## src/rtl/ls_pkg.sv

```systemverilog
// Shared types and constants for the SPU local-store port arbiter.
package ls_pkg;

  // Requester identity carried with each granted access.
  typedef enum logic [1:0] {
    SRC_NONE,
    SRC_DMA,
    SRC_LS,
    SRC_IF
  } ls_src_t;

  localparam int unsigned LS_BYTES = 32768;
  localparam int unsigned QW_BYTES = 16;
  localparam int unsigned QW_IDX_W = 11;

endpackage

```

## src/rtl/ls_rd_tag_pipe.sv

```systemverilog
// Read-tag shift pipeline: carries {valid, source} alongside the array read latency so
// that each returning quadword is steered to the requester that issued it.
module ls_rd_tag_pipe
  import ls_pkg::*;
#(
  parameter int unsigned DEPTH = 3  // must be >= 2
) (
  input  logic    clk,
  input  logic    rst,
  input  logic    in_valid,
  input  ls_src_t in_src,
  output logic    pre_valid,  // stage aligned with valid mem_rdata
  output logic    dma_rvalid,
  output logic    ls_rvalid,
  output logic    if_rvalid
);

  logic [DEPTH-1:0] vld;
  ls_src_t          src [DEPTH];

  // Shift tags one stage per cycle; reset drops anything in flight.
  always_ff @(posedge clk) begin
    if (rst) begin
      vld <= '0;
      for (int i = 0; i < DEPTH; i++) src[i] <= SRC_NONE;
    end else begin
      vld    <= {vld[DEPTH-2:0], in_valid};
      src[0] <= in_src;
      for (int i = 1; i < DEPTH; i++) src[i] <= src[i-1];
    end
  end

  assign pre_valid  = vld[DEPTH-2];
  assign dma_rvalid = vld[DEPTH-1] && (src[DEPTH-1] == SRC_DMA);
  assign ls_rvalid  = vld[DEPTH-1] && (src[DEPTH-1] == SRC_LS);
  assign if_rvalid  = vld[DEPTH-1] && (src[DEPTH-1] == SRC_IF);

endmodule

```

## src/rtl/ls_port_arbiter.sv

```systemverilog
// Local-store port arbiter: DMA > LS > IF fixed priority with an instruction-fetch
// starvation override, one registered quadword command per cycle, and read-return steering.
module ls_port_arbiter
  import ls_pkg::*;
#(
  parameter int unsigned AW         = 15,
  parameter int unsigned DW         = 128,
  parameter int unsigned RD_LAT     = 2,
  parameter int unsigned STARVE_MAX = 8
) (
  input  logic          clk,
  input  logic          rst,
  input  logic          dma_req,
  input  logic          ls_req,
  input  logic          if_req,
  input  logic          dma_we,
  input  logic          ls_we,
  input  logic [AW-1:0] dma_addr,
  input  logic [AW-1:0] ls_addr,
  input  logic [AW-1:0] if_addr,
  input  logic [DW-1:0] dma_wdata,
  input  logic [DW-1:0] ls_wdata,
  output logic          dma_gnt,
  output logic          ls_gnt,
  output logic          if_gnt,
  output logic          dma_rvalid,
  output logic          ls_rvalid,
  output logic          if_rvalid,
  output logic [DW-1:0] rdata,
  output logic          mem_en,
  output logic          mem_we,
  output logic [AW-5:0] mem_addr,
  output logic [DW-1:0] mem_wdata,
  input  logic [DW-1:0] mem_rdata
);

  localparam int unsigned CntW = $clog2(STARVE_MAX + 1);

  logic [CntW-1:0] starve_cnt;
  logic            if_starved;
  ls_src_t         win_src;
  logic            win_we;
  logic [AW-5:0]   win_qw;
  logic [DW-1:0]   win_wdata;
  logic            cmd_rd;
  ls_src_t         cmd_src;
  logic            pre_valid;

  // Sub-quadword address bits are don't-care.
  logic unused_addr_lsb;
  assign unused_addr_lsb = ^{dma_addr[3:0], ls_addr[3:0], if_addr[3:0]};

  assign if_starved = if_req && (starve_cnt == CntW'(STARVE_MAX));

  // Choose at most one winner per cycle; nothing is granted while in reset.
  always_comb begin
    win_src = SRC_NONE;
    if (!rst) begin
      if (if_starved)   win_src = SRC_IF;
      else if (dma_req) win_src = SRC_DMA;
      else if (ls_req)  win_src = SRC_LS;
      else if (if_req)  win_src = SRC_IF;
    end
  end

  assign dma_gnt = (win_src == SRC_DMA);
  assign ls_gnt  = (win_src == SRC_LS);
  assign if_gnt  = (win_src == SRC_IF);

  // Select the winner's request fields for capture.
  always_comb begin
    win_we    = 1'b0;
    win_qw    = if_addr[AW-1:4];
    win_wdata = '0;
    unique case (win_src)
      SRC_DMA: begin
        win_we    = dma_we;
        win_qw    = dma_addr[AW-1:4];
        win_wdata = dma_wdata;
      end
      SRC_LS: begin
        win_we    = ls_we;
        win_qw    = ls_addr[AW-1:4];
        win_wdata = ls_wdata;
      end
      SRC_IF:   win_qw = if_addr[AW-1:4];
      SRC_NONE: win_qw = if_addr[AW-1:4];
    endcase
  end

  // Count consecutive denied fetch cycles, saturating at the promotion threshold.
  always_ff @(posedge clk) begin
    if (rst) begin
      starve_cnt <= '0;
    end else if (if_req && !if_gnt) begin
      if (starve_cnt != CntW'(STARVE_MAX)) starve_cnt <= starve_cnt + 1'b1;
    end else begin
      starve_cnt <= '0;
    end
  end

  // Registered memory command; addr/wdata hold when idle, en/we drop.
  always_ff @(posedge clk) begin
    if (rst) begin
      mem_en    <= 1'b0;
      mem_we    <= 1'b0;
      mem_addr  <= '0;
      mem_wdata <= '0;
      cmd_rd    <= 1'b0;
      cmd_src   <= SRC_NONE;
    end else if (win_src != SRC_NONE) begin
      mem_en    <= 1'b1;
      mem_we    <= win_we;
      mem_addr  <= win_qw;
      mem_wdata <= win_wdata;
      cmd_rd    <= !win_we;
      cmd_src   <= win_src;
    end else begin
      mem_en    <= 1'b0;
      mem_we    <= 1'b0;
      cmd_rd    <= 1'b0;
    end
  end

  // Tag pipe starts at the command stage so its last stage lines up with registered rdata.
  ls_rd_tag_pipe #(
    .DEPTH(RD_LAT + 1)
  ) u_tag_pipe (
    .clk       (clk),
    .rst       (rst),
    .in_valid  (cmd_rd),
    .in_src    (cmd_src),
    .pre_valid (pre_valid),
    .dma_rvalid(dma_rvalid),
    .ls_rvalid (ls_rvalid),
    .if_rvalid (if_rvalid)
  );

  // Capture array read data in the cycle it is valid for a tracked read.
  always_ff @(posedge clk) begin
    if (rst) begin
      rdata <= '0;
    end else if (pre_valid) begin
      rdata <= mem_rdata;
    end
  end

endmodule
```

## config.mk

```make
export PLATFORM = sky130hd
export DESIGN_NAME = ls_port_arbiter
export DESIGN_NICKNAME = d
export VERILOG_FILES = /design/src/rtl/ls_pkg.sv /design/src/rtl/ls_rd_tag_pipe.sv /design/src/rtl/ls_port_arbiter.sv
export SDC_FILE = /design/constraint.sdc
export NUM_CORES = 1
export LEC_CHECK = 0
export BUFFER_PORTS_ARGS = -buffer_cell sky130_fd_sc_hd__buf_2
export CAP_MARGIN = 20
export CORE_AREA = 2 2 277 279
export DETAILED_ROUTE_END_ITERATION = 7
export DIE_AREA = 0 0 279 281
export PLACE_DENSITY_LB_ADDON = 0.15
export SETUP_SLACK_MARGIN = 0.1
export SYNTH_ARGS = -nofsm -noshare
export SYNTH_HDL_FRONTEND = slang
export SYNTH_SLANG_ARGS = --single-unit
```

## constraint.sdc

```tcl
create_clock -name clk -period 2.3 [get_ports clk]
set_input_delay 0.115 -clock clk [delete_from_list [all_inputs] [get_ports clk]]
set_output_delay 0.115 -clock clk [all_outputs]
set_load 0.01 [all_outputs]
```

==> flow_metrics.env, run 1 <==
export IMPL_critPathArrivalTime_ps=2280
export IMPL_portBuffers=698
export IMPL_timing_final_crit_share=1.04
export IMPL_crit_top_cell="ha_4"
export IMPL_worst_r2r_endpoint="mem_wdata[50]"
export IMPL_crit_type="reg2out"
export IMPL_critPathMaxFanout=4
export IMPL_final_layout_size_suffix_gt1_frac=0.390
export IMPL_grt_pass1_vias=13700
export IMPL_fmax_mhz=418
export IMPL_synth_seq_cells=285
export IMPL_numClockSinks=285
export IMPL_p_leak_uw=0.0100
export IMPL_grt_usage=0.128
export IMPL_worst_slack_ps=-90.9
export IMPL_grt_pass1_wl_mm=78.8
export IMPL_syn2layout_area_growth_pct=96.9
export IMPL_maxSlewViolCount=0
export IMPL_end_kind="primary output"
export IMPL_via_per_inst=4.00
export IMPL_yosysSeqAreaShare=0.504
export IMPL_setup_violations_final=125
export IMPL_yosysTopAreaCell="dfxtp_1"
export IMPL_hpwlAfterDp_mm=36.5
export IMPL_cp_cell_sequence="inv_2 > ha_4 > and4b_2 > nor2b_2 > or3_4 > ha_4 > buf_12 > buf_6"
export IMPL_boundaryPins=711
export IMPL_syn_inst=1139
export IMPL_cts_root_buf="clkbuf_16"
export IMPL_gr_total_overflow=0
export IMPL_worst_r2r_path_depth=11
export IMPL_r2r_start="starve_cnt[1]"
export IMPL_core_um2=75400
export IMPL_layout_common_cells="buf_2, dlygate4sd3_1, dfxtp_1, nor2_1, mux2i_1"
export IMPL_h_tree_depth=2
export IMPL_synthMuxAreaShare=0.114
export IMPL_clock_latency_ps=550
export IMPL_reg2reg_slack_ps=-90
export IMPL_yosysUniqueCellTypes=36
export IMPL_synth_compound_area_frac=0.202
export IMPL_p_total_uw=13300
export IMPL_failed_checks="negative setup slack"
export IMPL_status="finished, violations left"
export IMPL_final_nets=2719
export IMPL_required_ps=2180
export IMPL_rows=101
export IMPL_fin_crit_ps=2390
export IMPL_synthArstFlopShare=0
export IMPL_mappedNetlistArea_um2=11300
export IMPL_cts_path_max_buffers=3
export IMPL_design_area_um2=22300
export IMPL_wl_per_cell_um=16.4
export IMPL_routed_wl_mm=53.8
export IMPL_worst_slew_pin_slew_ps=718
export IMPL_clk_pin_slew_worst_paths_ps=50
export IMPL_gp_congestion=0.798
export IMPL_critPathSlowestCell="or3_4"
export IMPL_synth_top_area_frac=0.504
export IMPL_min_path_type="in2reg"
export IMPL_maxCapViolCount=0
export IMPL_synth_top_family_by_area="compound AO/OA/AOI/OAI gates"
export IMPL_power_per_cell_area_nw_per_um2=597
export IMPL_whs_path_depth=4
export IMPL_cp_startpoint="starve_cnt[1]"
export IMPL_final_common_cell="buf_2"
export IMPL_synthXorXnorAreaFrac=0.00232
export IMPL_peakVddDrop_v=0.000344
export IMPL_critical_path_max_stage_delay_ps=410
export IMPL_grt_setup_unrepaired="yes"
export IMPL_skew_ps=25.9
export IMPL_start_util=0.150
export IMPL_drc_errors=0
export IMPL_max_slew_margin=0.521
export IMPL_antenna_found_initial=6
export IMPL_placed_area_um2=16200
export IMPL_num_vias=13100
export IMPL_synth_edf_count=0
export IMPL_ys_warn_count=0
export IMPL_cts_buffers=37
export IMPL_holdPathEnd="mem_wdata[67]"
export IMPL_die_h_um=281
export IMPL_ant_nets=0
export IMPL_dieArea_um2=78400
export IMPL_drt_iter0_markers=441
export IMPL_syn_nets=1583
export IMPL_min_delay_start="ls_wdata[67]"
export IMPL_start_kind="flip-flop"
export IMPL_drt_first_pass_iters=4
export IMPL_synth_fa_ha_area_frac=0.00884
export IMPL_die_w_um=279
export IMPL_finalHoldViolations=0
export IMPL_grt_max_degree=137
export IMPL_synth_flop_cell="dfxtp_1"
export IMPL_cts_tree="done"
export IMPL_yosys_area_share_simple=0.111
export IMPL_avgSynthCellArea_um2=9.94
export IMPL_synthTopCellsByArea="dfxtp_1, mux2i_1, a22o_1"
synthesized netlist by cell type, drive strengths merged (2+ instances only):
cell and instances:
dfxtp 285, xnor2 2, buf 90, a22o 128, a22oi 129, nand2 24, inv 6, clkbuf 19
a311oi 10, ha 8, o22ai 10, nor3 2, nor2 269, mux2i 129, nor2b 11
repair_timing:
| item | 4_1_cts | 5_1_grt |
|---|---|---|
| endpoints found under the setup margin | 148 | 145 |
| pin swaps | 23 | 42 |
| hold endpoints to repair | 274 | 0 |
| setup buffers | 16 | 0 |
| hold buffers | 422 | 0 |
| resized for setup | 43 | 46 |
| cloned | 3 | 4 |
worst max-delay path by stage:
stage | to | depth (start not counted)
after floorplan | mem_wdata[26] | 11
after global placement | cmd_rd | 10
after detailed placement | mem_addr[6] | 8
after CTS | dma_gnt | 8
after global routing | ls_gnt | 9
final | dma_gnt | 8
metal layers:
metal  wire length (um)  vias up  GRT usage
li1                   -     6358          -
met1              21100     6097      0.139
met2              26600      546      0.231
met3               3960      102     0.0381
met4               2110        8     0.0578
met5                 49        -          0
sequential cells by signal, summed over array words and instances, names as in the netlist:
name	flops
cmd_rd	1
cmd_src	2
mem_addr	11
mem_en	1
mem_wdata	128
mem_we	1
rdata	128
starve_cnt	4
u_tag_pipe.src	6
u_tag_pipe.vld	3
final cells by class:
class,count,area (um2)
repair buffers,1206,8870
inverters,6,25.0
multi-input cells,739,5250
clock buffers,57,1120
fillers,7969,53200
clock inverters,7,86.3
flip-flops and latches,285,5710
well taps,978,1220
diodes,1,2.50
critical path, delay by kind of cell, from the launching register on:
family,cells,cell delay (ps)
DFF,1,320
and+or+nand+nor,3,730
buffers and inverters,3,330
adders and majority gates,2,360
through the flow:
stage          utilization  setup WS [ps]  cells  TNS [ps]  hold slack, ps
2_1_floorplan            -           90.8   1139         0             262
3_3_place_gp         0.214           -221   2769    -23100             350
3_5_place_dp         0.214           -304   2769    -32280             357
4_1_cts              0.291           -114   3274     -5340            10.6
5_1_grt              0.295           -232   3279    -20250            59.1
6_report             0.295          -90.9   3279     -5470            81.2
cell families after synthesis:
logic type,count (synthesis)
AOI/OAI and AO/OA,283
xor gates and xnor gates,3
adders and majority gates,8
buffers and inverters,115
DFF,285
muxes,129
and+or+nand+nor,316
report_power, final:
group / internal [uW] / switching (uW)
combinational: 1350 / 1040
clock: 3470 / 2300
sequential: 5080 / 74.0
total: 9900 / 3410
Power figures use the tool's default switching activity.
==> run 2: changes to the inputs <==
Settings changed: CORE_AREA 2 2 277 279 to 2 2 276 278, DIE_AREA 0 0 279 281 to 0 0 278 280, SYNTH_HIERARCHICAL set to 1.
==> flow_metrics.env, run 2 <==
export IMPL_status="finished, violations left"
export IMPL_failed_checks="negative setup slack"
export IMPL_drc_errors=0
export IMPL_finalHoldViolations=0
export IMPL_timing_final_crit_share=1.06
export IMPL_mappedNetlistArea_um2=11200
export IMPL_ant_nets=0
export IMPL_numClockSinks=285
export IMPL_crit_type="reg2reg"
export IMPL_drt_iter0_markers=400
export IMPL_p_int_uw=10300
export IMPL_ys_warn_count=6
export IMPL_synth_flop_cell="dfxtp_1"
export IMPL_final_common_cell="buf_2"
export IMPL_p_sw_frac=0.252
export IMPL_via_per_inst=4.00
export IMPL_synth_top_area_frac=0.508
export IMPL_yosys_area_share_simple=0.112
export IMPL_die_h_um=280
export IMPL_grt_setup_unrepaired="yes"
export IMPL_final_layout_size_suffix_gt1_frac=0.423
export IMPL_peakVddDrop_v=0.000329
export IMPL_critPathMaxFanout=7
export IMPL_p_total_uw=13800
export IMPL_boundaryPins=711
export IMPL_gp_congestion=0.814
export IMPL_syn_nets=1579
export IMPL_min_path_type="in2reg"
export IMPL_power_per_cell_area_nw_per_um2=603
export IMPL_num_vias=13100
export IMPL_routed_wl_mm=54.2
export IMPL_critPathArrivalTime_ps=2820
export IMPL_dieArea_um2=77800
export IMPL_avgSynthCellArea_um2=9.90
export IMPL_synth_edf_count=0
export IMPL_grt_pass1_wl_mm=78.5
export IMPL_r2r_start="starve_cnt[0]"
export IMPL_portBuffers=698
export IMPL_utilization=0.305
export IMPL_critPathSlowestCell="or3_4"
export IMPL_rows=101
export IMPL_synth_compound_area_frac=0.203
export IMPL_core_um2=75200
export IMPL_worst_slew_pin_slew_ps=823
export IMPL_worst_slack_ps=-135
export IMPL_fin_crit_ps=2440
export IMPL_design_area_um2=22900
export IMPL_synth_fa_ha_area_frac=0.00890
export IMPL_start_kind="flip-flop"
export IMPL_yosysUniqueCellTypes=36
export IMPL_drt_first_pass_iters=4
export IMPL_cts_tree="done"
export IMPL_cp_cell_sequence="inv_2 > ha_4 > and4b_2 > nor2_4 > or3_4 > ha_4 > buf_12 > buf_8 > a22o_1 > a22oi_1 > nor2_1"
export IMPL_max_slew_margin=0.451
export IMPL_fmax_mhz=411
export IMPL_clk_pin_slew_worst_paths_ps=60
export IMPL_fin_cells=3287
export IMPL_synth_top_family_by_area="compound AO/OA/AOI/OAI gates"
export IMPL_ys_top_cells_by_count="dfxtp_1, nor2_1, a22oi_1, mux2i_1, a22o_1"
export IMPL_cts_path_max_buffers=3
export IMPL_p_leak_uw=0.0102
export IMPL_synth_seq_cells=285
export IMPL_crit_top_cell="ha_4"
export IMPL_wl_per_cell_um=16.5
export IMPL_grt_pass1_vias=13700
export IMPL_h_tree_depth=2
export IMPL_yosysTopAreaCell="dfxtp_1"
export IMPL_min_delay_start="dma_wdata[2]"
export IMPL_p_clk_frac=0.444
export IMPL_placed_area_um2=16300
export IMPL_synthArstFlopShare=0
export IMPL_cp_startpoint="starve_cnt[0]"
export IMPL_antenna_found_initial=2
export IMPL_grt_usage=0.129
export IMPL_combPwrFrac=0.182
export IMPL_skew_ps=17.0
export IMPL_syn2layout_area_growth_pct=104
export IMPL_cts_buffers=37
export IMPL_synth_most_common_cell="dfxtp_1"
export IMPL_yosysSeqAreaShare=0.508
export IMPL_layout_common_cells="buf_2, dlygate4sd3_1, dfxtp_1, nor2_1, mux2i_1"
export IMPL_dp_cells=2778
export IMPL_synthTopCellsByArea="dfxtp_1, mux2i_1, a22o_1"
export IMPL_synthMuxAreaShare=0.115
export IMPL_setup_violations_final=107
export IMPL_syn_inst=1135
export IMPL_top_regs="mem_wdata (128), rdata (128), mem_addr (11)"
export IMPL_p_sw_uw=3490
export IMPL_end_kind="flip-flop"
export IMPL_cts_root_buf="clkbuf_16"
export IMPL_maxCapViolCount=0
export IMPL_gr_total_overflow=0
export IMPL_die_w_um=278
export IMPL_final_nets=2727
export IMPL_maxSlewViolCount=0
export IMPL_required_ps=2690
export IMPL_synthXorXnorAreaFrac=0.00234
export IMPL_hpwlAfterDp_mm=36.8
export IMPL_p_seq_frac=0.373
export IMPL_clock_latency_ps=550
export IMPL_grt_max_degree=145
export IMPL_fillCellCount=7828
export IMPL_critical_path_max_stage_delay_ps=400
export IMPL_start_util=0.150
[run 2: what timing repair did]
item,in CTS,in global routing
hold buffers,418,0
setup buffers,14,1
hold endpoints to repair,275,0
pin swaps,66,77
gates resized for setup,74,99
endpoints found under the setup margin,150,150
gates cloned,3,9
[run 2: stage by stage]
stage	worst slack (ps)	hold slack (ps)	TNS, ps
global placement	-191	336	-6810
CTS	-130	5.42	-9740
detailed placement	-248	338	-10980
finish	-135	35.3	-5060
global route	-187	17.4	-14330
floorplan	101	187	0
[run 2: final cells by class]
cell class                      count  area, um2  area share
Timing Repair Buffer             1214       9020       0.394
Sequential cell                   285       5710       0.249
Multi-Input combinational cell    738       5610       0.245
Tap cell                          978       1220      0.0534
Clock buffer                       57       1170      0.0512
Clock inverter                      7        136     0.00595
Inverter                            6       26.3     0.00115
Timing Repair inverter              1       7.51    0.000328
Antenna cell                        1       2.50    0.000109
[run 2: worst max-delay path, delay by kind of cell, from the launching register on]
family	cells	cell delay (ps)
adders and majority gates	2	350
and+or+nand+nor	4	800
DFF	1	320
buffers and inverters	3	390
AOI/OAI and AO/OA	2	390
[run 2: path summary, 6_finish.rpt]
kind / end / slack (ps) / cells past startpoint
worst max-delay path: mem_wdata[50] / -140 / 11
worst min-delay path: mem_wdata[2] / 40 / 4
worst max register to register: mem_wdata[50] / -140 / 11
worst min register to register: u_tag_pipe/src[0][5] / 440 / 1
[run 2: logic make-up (layout without fill, tap and decap cells)]
family / Yosys count / count (layout)
fa+ha+maj: 8 / 8
xor+xnor: 3 / 3
compound gates: 283 / 283
simple gates: 314 / 315
other cells: 0 / 1
mux: 129 / 129
flops: 285 / 285
buf+inv: 113 / 1285
[run 2: power by group through the flow]
| stage | clock [uW] | combinational [uW] | sequential, uW |
|---|---|---|---|
| floorplan | 0 | 709 | 5300 |
| global placement | 0 | 1660 | 5260 |
| detailed placement | 0 | 1660 | 5260 |
| CTS | 6430 | 2360 | 5160 |
| global route | 6590 | 2710 | 5180 |
| finish | 6140 | 2520 | 5160 |
[run 2: metal layers]
metal,wire length (um),up-vias,global-route usage
li1,-,6380,-
met1,21100,6105,0.139
met2,26800,524,0.234
met3,3830,127,0.0361
met4,2470,2,0.0574
met5,12,-,0
